## config.mk

```make
export PLATFORM = sky130hd
export DESIGN_NAME = cursor_draw
export DESIGN_NICKNAME = d
export VERILOG_FILES = /design/src/rtl/paint_pkg.sv /design/src/rtl/cursor_draw_blink_timer.sv /design/src/rtl/cursor_draw.sv
export SDC_FILE = /design/constraint.sdc
export NUM_CORES = 1
export LEC_CHECK = 0
export ABC_CLOCK_PERIOD_IN_PS = 1750
export BUFFER_PORTS_ARGS = -buffer_cell sky130_fd_sc_hd__clkbuf_2
export CELL_PAD_IN_SITES_DETAIL_PLACEMENT = 1
export CELL_PAD_IN_SITES_GLOBAL_PLACEMENT = 1
export CORE_MARGIN = 4
export CORE_UTILIZATION = 42
export CTS_CLUSTER_SIZE = 28
export DETAILED_ROUTE_END_ITERATION = 8
export GPL_TIMING_DRIVEN = 1
export MAX_ROUTING_LAYER = met4
export PLACE_DENSITY_LB_ADDON = 0.1
export SETUP_SLACK_MARGIN = 0.05
export SYNTH_ARGS = -nofsm -noshare
export SYNTH_HDL_FRONTEND = slang
export SYNTH_SLANG_ARGS = --single-unit
```

## constraint.sdc

```tcl
create_clock -name clk -period 1.75 [get_ports clk]
set_input_delay 0 -clock clk [delete_from_list [all_inputs] [get_ports clk]]
set_output_delay 0 -clock clk [all_outputs]
set_load 0.005 [all_outputs]
```

## src/rtl/paint_pkg.sv

```systemverilog
// Shared types and constants for the paint datapath and the cursor overlay stage.
package paint_pkg;

    // Framebuffer coordinate and pixel types shared with the controller and framebuffer.
    typedef logic [7:0] coord_t;
    typedef logic [7:0] pixel_t;

    // Cursor colour is the saved pixel with these bits flipped.
    localparam pixel_t CURSOR_INV_MASK     = 8'hFF;
    // Blink half-period in clock cycles at the nominal system clock.
    localparam int     CURSOR_BLINK_CYCLES = 12_500_000;

    // Cursor overlay sequencer states.
    typedef enum logic [2:0] {
        ST_IDLE    = 3'd0,
        ST_RESTORE = 3'd1,
        ST_READ    = 3'd2,
        ST_CAPTURE = 3'd3,
        ST_DRAW    = 3'd4,
        ST_DONE    = 3'd5
    } cursor_state_e;

    // Colour drawn over a pixel so the cursor stays visible on any background.
    function automatic pixel_t cursor_colour(input pixel_t pix, input pixel_t mask);
        return pix ^ mask;
    endfunction

endpackage

```

## src/rtl/cursor_draw_blink_timer.sv

```systemverilog
// Free-running blink timer: counts 0..BLINK_CYCLES-1 and toggles phase on every wrap.
module blink_timer
    import paint_pkg::*;
#(
    parameter int BLINK_CYCLES = CURSOR_BLINK_CYCLES
) (
    input  logic clk,
    input  logic rst,
    output logic phase
);

    localparam int             CW   = $clog2(BLINK_CYCLES);
    localparam logic [CW-1:0]  LAST = CW'(BLINK_CYCLES - 1);

    logic [CW-1:0] cnt_q;
    logic          phase_q;

    // Count every cycle regardless of the draw sequencer; flip visibility on wrap.
    always_ff @(posedge clk or negedge rst) begin
        if (!rst) begin
            cnt_q   <= '0;
            phase_q <= 1'b1;
        end else if (cnt_q == LAST) begin
            cnt_q   <= '0;
            phase_q <= ~phase_q;
        end else begin
            cnt_q   <= cnt_q + CW'(1);
            phase_q <= phase_q;
        end
    end

    assign phase = phase_q;

endmodule

```

## src/rtl/cursor_draw.sv

```systemverilog
// Cursor overlay: restores the pixel under the old cursor, saves the pixel at the
// new position and, while the blink phase is visible, writes its inverse there.
module cursor_draw
    import paint_pkg::*;
#(
    parameter int     BLINK_CYCLES = CURSOR_BLINK_CYCLES,
    parameter pixel_t INV_MASK     = CURSOR_INV_MASK
) (
    input  logic   clk,
    input  logic   rst,
    input  logic   start,
    input  coord_t in_x,
    input  coord_t in_y,
    input  logic   paint,
    input  pixel_t fb_rdata,
    output coord_t fb_x,
    output coord_t fb_y,
    output logic   fb_rd,
    output logic   fb_wr,
    output pixel_t fb_wdata,
    output logic   done,
    output logic   busy
);

    cursor_state_e state_q;
    logic          drawn_q;
    coord_t        old_x_q, old_y_q;
    coord_t        new_x_q, new_y_q;
    pixel_t        saved_q;
    coord_t        fb_x_q, fb_y_q;
    pixel_t        fb_wdata_q;
    logic          fb_rd_q, fb_wr_q;
    logic          done_q, busy_q;
    logic          phase_s;
    logic          drawn_eff_s;

    blink_timer #(
        .BLINK_CYCLES (BLINK_CYCLES)
    ) u_blink (
        .clk   (clk),
        .rst   (rst),
        .phase (phase_s)
    );

    // A paint over the drawn cursor destroys the saved pixel's meaning, so forget it.
    always_comb begin
        drawn_eff_s = drawn_q;
        if (paint && drawn_q && (in_x == old_x_q) && (in_y == old_y_q)) begin
            drawn_eff_s = 1'b0;
        end else begin
            drawn_eff_s = drawn_q;
        end
    end

    // Sequencer; every output is registered and set on the transition into its state.
    always_ff @(posedge clk or negedge rst) begin
        if (!rst) begin
            state_q    <= ST_IDLE;
            drawn_q    <= 1'b0;
            old_x_q    <= 8'h00;
            old_y_q    <= 8'h00;
            new_x_q    <= 8'h00;
            new_y_q    <= 8'h00;
            saved_q    <= 8'h00;
            fb_x_q     <= 8'h00;
            fb_y_q     <= 8'h00;
            fb_wdata_q <= 8'h00;
            fb_rd_q    <= 1'b0;
            fb_wr_q    <= 1'b0;
            done_q     <= 1'b0;
            busy_q     <= 1'b0;
        end else begin
            // Strobes are single-cycle; address and data hold between strobes.
            fb_rd_q <= 1'b0;
            fb_wr_q <= 1'b0;
            case (state_q)
                ST_IDLE: begin
                    drawn_q <= drawn_eff_s;
                    if (start) begin
                        new_x_q <= in_x;
                        new_y_q <= in_y;
                        busy_q  <= 1'b1;
                        if (drawn_eff_s) begin
                            state_q    <= ST_RESTORE;
                            fb_wr_q    <= 1'b1;
                            fb_x_q     <= old_x_q;
                            fb_y_q     <= old_y_q;
                            fb_wdata_q <= saved_q;
                        end else begin
                            state_q <= ST_READ;
                            fb_rd_q <= 1'b1;
                            fb_x_q  <= in_x;
                            fb_y_q  <= in_y;
                        end
                    end
                end
                ST_RESTORE: begin
                    // The write just issued is visible to the read issued now.
                    drawn_q <= 1'b0;
                    state_q <= ST_READ;
                    fb_rd_q <= 1'b1;
                    fb_x_q  <= new_x_q;
                    fb_y_q  <= new_y_q;
                end
                ST_READ: begin
                    state_q <= ST_CAPTURE;
                end
                ST_CAPTURE: begin
                    saved_q <= fb_rdata;
                    old_x_q <= new_x_q;
                    old_y_q <= new_y_q;
                    if (phase_s) begin
                        state_q    <= ST_DRAW;
                        fb_wr_q    <= 1'b1;
                        fb_x_q     <= new_x_q;
                        fb_y_q     <= new_y_q;
                        fb_wdata_q <= cursor_colour(fb_rdata, INV_MASK);
                    end else begin
                        state_q <= ST_DONE;
                        done_q  <= 1'b1;
                    end
                end
                ST_DRAW: begin
                    drawn_q <= 1'b1;
                    state_q <= ST_DONE;
                    done_q  <= 1'b1;
                end
                ST_DONE: begin
                    // Four-phase handshake: wait for the request to drop.
                    if (!start) begin
                        state_q <= ST_IDLE;
                        done_q  <= 1'b0;
                        busy_q  <= 1'b0;
                    end else begin
                        state_q <= ST_DONE;
                    end
                end
                default: begin
                    state_q <= ST_IDLE;
                    drawn_q <= 1'b0;
                    done_q  <= 1'b0;
                    busy_q  <= 1'b0;
                end
            endcase
        end
    end

    assign fb_x     = fb_x_q;
    assign fb_y     = fb_y_q;
    assign fb_rd    = fb_rd_q;
    assign fb_wr    = fb_wr_q;
    assign fb_wdata = fb_wdata_q;
    assign done     = done_q;
    assign busy     = busy_q;

endmodule
```

======== After elaboration in Yosys (flattened, before gate mapping) ========
Index checks and enable logic that the tools add are counted.
storage, ports and cells
  flip-flop bits (word level) ............. 97
  output and inout bits ................... 28
cells by class
  add/subtract/negate cells ............... 1
  equal/unequal tests ..................... 13
  muxes and demuxes ....................... 32
  bitwise gates (word level) .............. 4
  reduce and logical (&&, ||, !) cells .... 14
operators by type and width
  kind                                           number
  two-way mux 8 bit                              9
  one-hot mux 8 bit (3 select lines)             2
  adder 24 x 1 -> 24 bit, second input constant  1
  == test 24 bit, second input constant          1
  two-way mux 24 bit                             1
  one-hot mux 3 bit (6 select lines)             1
  == test 8 bit                                  2
  one-hot mux 8 bit (2 select lines)             1
  two-way mux 1 bit                              10
  AND reduction 3 bit                            3
  inequality test 2 bit, second input constant   4
  NOT 8 bit                                      1
  == test 3 x 2 -> 1 bit, second input constant  2
  == test 3 bit, second input constant           2
  two-way mux 3 bit                              2
  one-hot mux 1 bit (3 select lines)             2
  OR reduction 3 bit                             2
  one-hot mux 1 bit (2 select lines)             2
  one-hot mux 1 bit (4 select lines)             1
  AND reduction 4 bit                            1
  OR reduction 4 bit                             1
  == test 3 x 1 -> 1 bit, second input constant  1
  logical AND 1 bit                              3
  zero test 3 bit                                1
  6 further kinds                                8

======== Depth between registers and ports, before layout ========
  depth in word-level cells ............... 7
  depth in mapped cells ................... 8

======== By module ========
From an unflattened synthesis, not the netlist that was laid out.
unflattened totals
  cell total of the unflattened synthesis .. 471
  area, all modules ....................... 4674.5 um^2
by module, submodules not included
  module       times used  cells an instance  area each (um^2)
  cursor_draw  1           356                3448.3
  blink_timer  1           115                1226.2

======== Worst setup path after synthesis ========
No wires, ideal clock.
  path kind ............................... reg2reg
  start point ............................. register state_q[1]
  end point ............................... register new_x_q[0]
  data arrival time ....................... 1.690 ns
  slack ................................... -0.065 ns
  stages on the path, launching flop included .. 5
  path buffers ............................ 2
  clock period less this slack ............ 1.815 ns
  cell sequence ........................... dfrtp_1 > buf_2 > nor4_4 > buf_4 > mux2_2
between the ends
  word-level cells in the longest chain between the ends .. 2
ends and longest elaborated chain
  what                                  RTL line           RTL
  start, declared                       cursor_draw.sv:25  cursor_state_e state_q;
  start signal, assigned                cursor_draw.sv:58  state_q <= ST_IDLE;
  start signal, assigned                cursor_draw.sv:84  state_q <= ST_RESTORE;
  start signal, assigned                cursor_draw.sv:90  state_q <= ST_READ;
  zero test 3 bit                       cursor_draw.sv:76  case (state_q)
  AND reduction 2 bit (no source line)  -
  end signal, assigned                  cursor_draw.sv:80  new_x_q <= in_x;
  end, declared                         cursor_draw.sv:28  coord_t new_x_q, new_y_q;
Every way passes these cells.
A chain may end at the register's enable or synchronous reset.

======== Worst setup path after layout ========
  start point ............................. register old_y_q[3]
  end point ............................... register fb_wdata_q[5] (netlist: fb_wdata[5])
between the ends
  word-level cells in the longest chain between the ends .. 5
ends and longest elaborated chain
  what                                    RTL line            RTL
  start, declared                         cursor_draw.sv:27   coord_t old_x_q, old_y_q;
  start signal, assigned                  cursor_draw.sv:111  old_y_q <= new_y_q;
  == test 8 bit                           cursor_draw.sv:48   if (paint && drawn_q && (in_x == old_x_q) && (in_y == old_y_q)) begin
  logical AND 1 bit                       cursor_draw.sv:48
  two-way mux 1 bit                       cursor_draw.sv:48
  inequality test 2 bit (no source line)  -
  AND reduction 4 bit (no source line)    -
  end signal, assigned                    cursor_draw.sv:88   fb_wdata_q <= saved_q;
  end signal, assigned                    cursor_draw.sv:117  fb_wdata_q <= cursor_colour(fb_rdata, INV_MASK);
  end, declared                           cursor_draw.sv:31   pixel_t fb_wdata_q;
Every way passes these cells.

==> results by stage <==
Run status:
- The run finished, with violations left.
- The final reports fail on hold timing, setup timing.

Timing:
- The achievable frequency is 523 MHz.
- The number of failing setup endpoints in the final timing report is 27.
- At the pin with the least slew margin, the transition time is 0.488 ns.
- Across all setup checks in the final design, the least slack found is -0.163 ns.
- For the finished layout, the period the worst path requires is 1.91 ns.
- The number of hold violations in the final report came to 2.
- The final critical path takes up 109% of the cycle.
- The worst pin sits at a relative slew slack of 67.4%.
- The final number of max-transition violations is 0.
- Setup repair after global routing could not meet its margin everywhere.
- The final worst clock skew is 0.00564 ns.
- The worst hold slack after final layout is -0.0601 ns.

Clock tree:
- CTS placed an instance of sky130_fd_sc_hd__clkbuf_8 at the clock tree root.
- The number of hold buffers added after cts is 25.
- The clock slew seen by the registers of the worst setup and hold paths is 0.09 ns.
- Clock latency on the worst-skew pair, taken at its later pin, is 0.36 ns.
- TritonCTS built the clock tree.
- The number of buffers added by the clock tree synthesis step is 9.
- The clock tree synthesis step divided the H-tree into 3 levels.
- The maximum clock path buffer count is 2.
- The clock sink count is 97.

Logic synthesis:
- The Yosys step of the flow raised 0 warnings.
- The post-synthesis net count is 437.
- The number of distinct standard cells referenced by the synthesized netlist is 54.
- The number of synthesized flops with an enable pin is 0.
- The flip-flop and latch count after synthesis is 97.
- The area of the mapped netlist is 4600 sq um.
- The prevailing post-synth register cell is sky130_fd_sc_hd__dfrtp_1.
- The synthesized area per cell is 11.3 sq um.
- After synthesis, the share of flip-flops with an asynchronous set or reset is 100%.
- Summing the sequential cell areas from Yosys gives 52.8% of the chip area.
- Synthesis handed over a netlist of 408 instances.

Layout:
- Across the whole layout, storage elements account for 2430 sq um.
- The multi-input gate area in the final layout is 2190 sq um.
- The number of antenna repair diodes is 0.
- The post-synthesis to final-layout area growth is 36.7%.
- The post-route netlist has 42.6% of its cells at a drive strength greater than 1.
- The count of filler cells inserted in the layout is 1,140.
- The final layout contains 587 nets.

Route:
- The final wirelength is 12,500 um.
- The count of nets left with antenna violations once routing finished came out at 0.
- Dividing the detail-routed wire length by the instance count gives 17.9 um.
- The pre-antenna-repair detailed-routing pass consisted of 6 iterations.
- The first routing iteration left 139 violations.
- The detailed router placed 3,701 vias in this run.
- The number of vias per cell after detailed routing is 5.29.
- The detailed-route DRC error count is 0.

Global route:
- The initial antenna violation count came to 0.
- Entering global routing, the biggest net connects 36 pins.
- Summed over all layers, the global routing overflow is 0.
- The first global-routing pass estimated 20,200 um of wire.
- Global routing used 20.3% of the available tracks across all layers.
- The via count of the first global-routing pass was 3,949.

Power and ir drop:
- The total power per unit cell area is 1460 nW/um^2.
- Across the VDD grid, the largest voltage drop is 0.000733 V.
- The total leakage power is 2.86 nW.

Floorplan:
- The die outline height is 113 um.
- The floorplan has 37 rows.
- The initial core utilization is 43.7%.
- The die covers 12,700 sq um.
- The total area inside the core boundary comes to 10,500 sq um.
- The horizontal die dimension is 113 um.
- The I/O pin count is 56.

Worst hold path:
- The type of the tightest min-delay check is input port to register.

Worst setup path:
- The largest fanout on the critical path is 9.
- In this run the register-to-register setup slack is -0.16 ns.
- The worst setup path startpoint is old_y_q[3].
- The critical path is of the register to register type.
- In this run the critical register-to-register path is launched from old_y_q[3].
- In this run the number of cells on the critical path is 8.
- Data on the critical path is required at its endpoint by 1.99 ns.
- Following the worst setup path forward leads to its endpoint at fb_wdata[5].
- The endpoint kind of the worst setup timing path is a register.
- The cell family contributing the most delay on the critical path is compound AO/OA/AOI/OAI gates.
- The end of the worst register-to-register path is fb_wdata[5].
- On the worst path, the slowest cell contributes a delay of 0.43 ns.
- Data on the critical path arrives at its endpoint at 2.15 ns.
- The category of the worst setup path launch point is a register.
- The count of cells along the worst register-to-register path is 8.
- The number of buffer and inverter instances along the worst setup path is 2.
- The master of the slowest instance on the critical path is sky130_fd_sc_hd__dfrtp_1.
- The critical path goes through xor2_2 > nor4_1 > nand2_1 > buf_4 > o21a_4 > a21oi_4 > buf_12 > a221oi_2.

Place:
- The pre-CTS worst setup slack is -0.195 ns.
- The routability congestion estimate is 0.815.
- The total of buffers placed on input and output ports is 55.
- Detailed placement finished with a half-perimeter wire length of 8280 um.

Run:
- Across the run, the number of max-cap violations was 0.
==> through the flow <==
stage	power, mW	cell area, sq um	utilization [%]	std cells	setup TNS [ns]
6_report	9.20	6280	59.8	699	-3.05
4_1_cts	9.19	6030	57.4	682	-2.32
3_5_place_dp	7.51	5400	51.4	633	-2.90
3_3_place_gp	7.35	5400	51.4	633	-2.31
2_1_floorplan	5.82	4600	-	408	0
5_1_grt	9.81	6280	59.8	699	-5.81
==> flip-flops by register name, indices dropped and copies added, names as in the netlist <==
name           cells
fb_y               8
fb_x               8
old_x_q            8
saved_q            8
fb_wr              1
u_blink.cnt_q     24
old_y_q            8
state_q            3
u_blink.phase      1
busy               1
new_y_q            8
done               1
fb_rd              1
drawn_q            1
new_x_q            8
fb_wdata           8
==> worst min-delay path by stage <==
stage / cells after the start / slack (ns) / end / start
CTS: 3 / -0.08 / fb_y[6] / in_y[6]
global route: 2 / -0.07 / new_y_q[6] / in_y[6]
global placement: 1 / -0.005 / fb_x[3] / rst
floorplan: 0 / -0.30 / busy / rst
finish: 3 / -0.06 / fb_y[6] / in_y[6]
detailed placement: 1 / -0.002 / fb_x[3] / rst
==> kinds of logic (layout without fill, tap and decap cells) <==
| kind of cell | count (synthesis) | after routing | synth area share, % |
|---|---|---|---|
| AND/OR/NAND/NOR | 133 | 133 | 15.6 |
| buffers and inverters | 34 | 189 | 3.67 |
| XOR/XNOR | 35 | 35 | 6.67 |
| AO/OA/AOI/OAI | 66 | 66 | 10.7 |
| adder cells (fa/ha/maj) | 1 | 1 | 0.272 |
| flip-flops | 97 | 97 | 52.8 |
| multiplexers | 42 | 42 | 10.2 |
==> routing by layer <==
metal	part of all wire [%]	track usage (%)
met2	53	34.4
met3	2.9	3.18
met1	43	25.7
met5	0	-
met4	0.72	4.17
==> repair_timing <==
action                                  4_1_cts  5_1_grt
pin swaps                                     8        8
endpoints found under the setup margin       39       42
setup buffers                                 8       17
resized for setup                            28       30
endpoints found under the hold margin       139        2
==> worst register-to-register path: stages, from the launching register on <==
cell and delay, ns:
sky130_fd_sc_hd__dfrtp_1 0.43, sky130_fd_sc_hd__xor2_2 0.20, sky130_fd_sc_hd__nor4_1 0.22, sky130_fd_sc_hd__nand2_1 0.16, sky130_fd_sc_hd__buf_4 0.17, sky130_fd_sc_hd__o21a_4 0.24
sky130_fd_sc_hd__a21oi_4 0.17, sky130_fd_sc_hd__buf_12 0.15, sky130_fd_sc_hd__a221oi_2 0.06
==> power by group <==
group	leakage (nW)	switching, mW	internal (mW)	total [mW]
logic	1.60	1.92	2.10	4.03
clock network	0.0974	0.754	0.699	1.45
registers	1.16	0.628	3.09	3.72
total	2.86	3.31	5.89	9.20
==> placed cells by master (no fill, tap or decap), types with 3 or more instances in the layout <==
cell type / synthesis / final
sky130_fd_sc_hd__dlygate4sd3_1: 0 / 25
sky130_fd_sc_hd__and3_1: 6 / 5
sky130_fd_sc_hd__nor2_1: 42 / 35
sky130_fd_sc_hd__a31oi_1: 16 / 16
sky130_fd_sc_hd__buf_4: 1 / 60
sky130_fd_sc_hd__mux2_2: 40 / 40
sky130_fd_sc_hd__nand3_1: 14 / 13
sky130_fd_sc_hd__o21ai_0: 10 / 6
sky130_fd_sc_hd__clkbuf_1: 5 / 3
sky130_fd_sc_hd__buf_12: 1 / 8
sky130_fd_sc_hd__buf_6: 2 / 9
sky130_fd_sc_hd__clkbuf_2: 0 / 54
sky130_fd_sc_hd__nand2_1: 35 / 32
sky130_fd_sc_hd__inv_1: 17 / 16
sky130_fd_sc_hd__o21ai_1: 1 / 4
sky130_fd_sc_hd__a21oi_1: 4 / 4
sky130_fd_sc_hd__dfrtp_2: 0 / 4
sky130_fd_sc_hd__xnor2_1: 9 / 8
sky130_fd_sc_hd__dfrtp_1: 96 / 92
sky130_fd_sc_hd__a221oi_2: 0 / 8
sky130_fd_sc_hd__a221oi_1: 22 / 14
sky130_fd_sc_hd__clkbuf_8: 0 / 10
sky130_fd_sc_hd__nand4_1: 3 / 3
sky130_fd_sc_hd__nor2_2: 1 / 6
sky130_fd_sc_hd__nand3_2: 8 / 9
sky130_fd_sc_hd__xor2_1: 26 / 25
==> synthesized netlist by cell type (all sizes together) (2+ instances only) <==
master	instances	area share, %
o22ai	3	0.54
nor4	5	1.1
dfrtp	96	52
xnor2	9	1.7
mux2i	2	0.44
mux2	40	9.8
buf	12	1.9
nor4b	2	0.71
nand4	5	0.95
o21ai	11	1.2
nor3	4	0.68
clkbuf	5	0.41
a31oi	16	2.2
nand2	35	2.9
nor2b	2	0.27
or2	2	0.27
nand2b	2	0.27
nand3	22	3.3
a22oi	2	0.33
xor2	26	5.0
nor2	43	3.6
inv	17	1.4
a221oi	22	4.2
a21oi	5	0.79
and3	6	0.82
==> cell type report <==
type	instances	area share (%)
clock buffers	13	2.37
clock inverters	3	0.637
inverters	17	1.02
multi-input cells	277	34.9
flip-flops and latches	97	38.7
well taps	136	2.71
repair buffers	156	19.6
(Power assumes the default switching activity.)
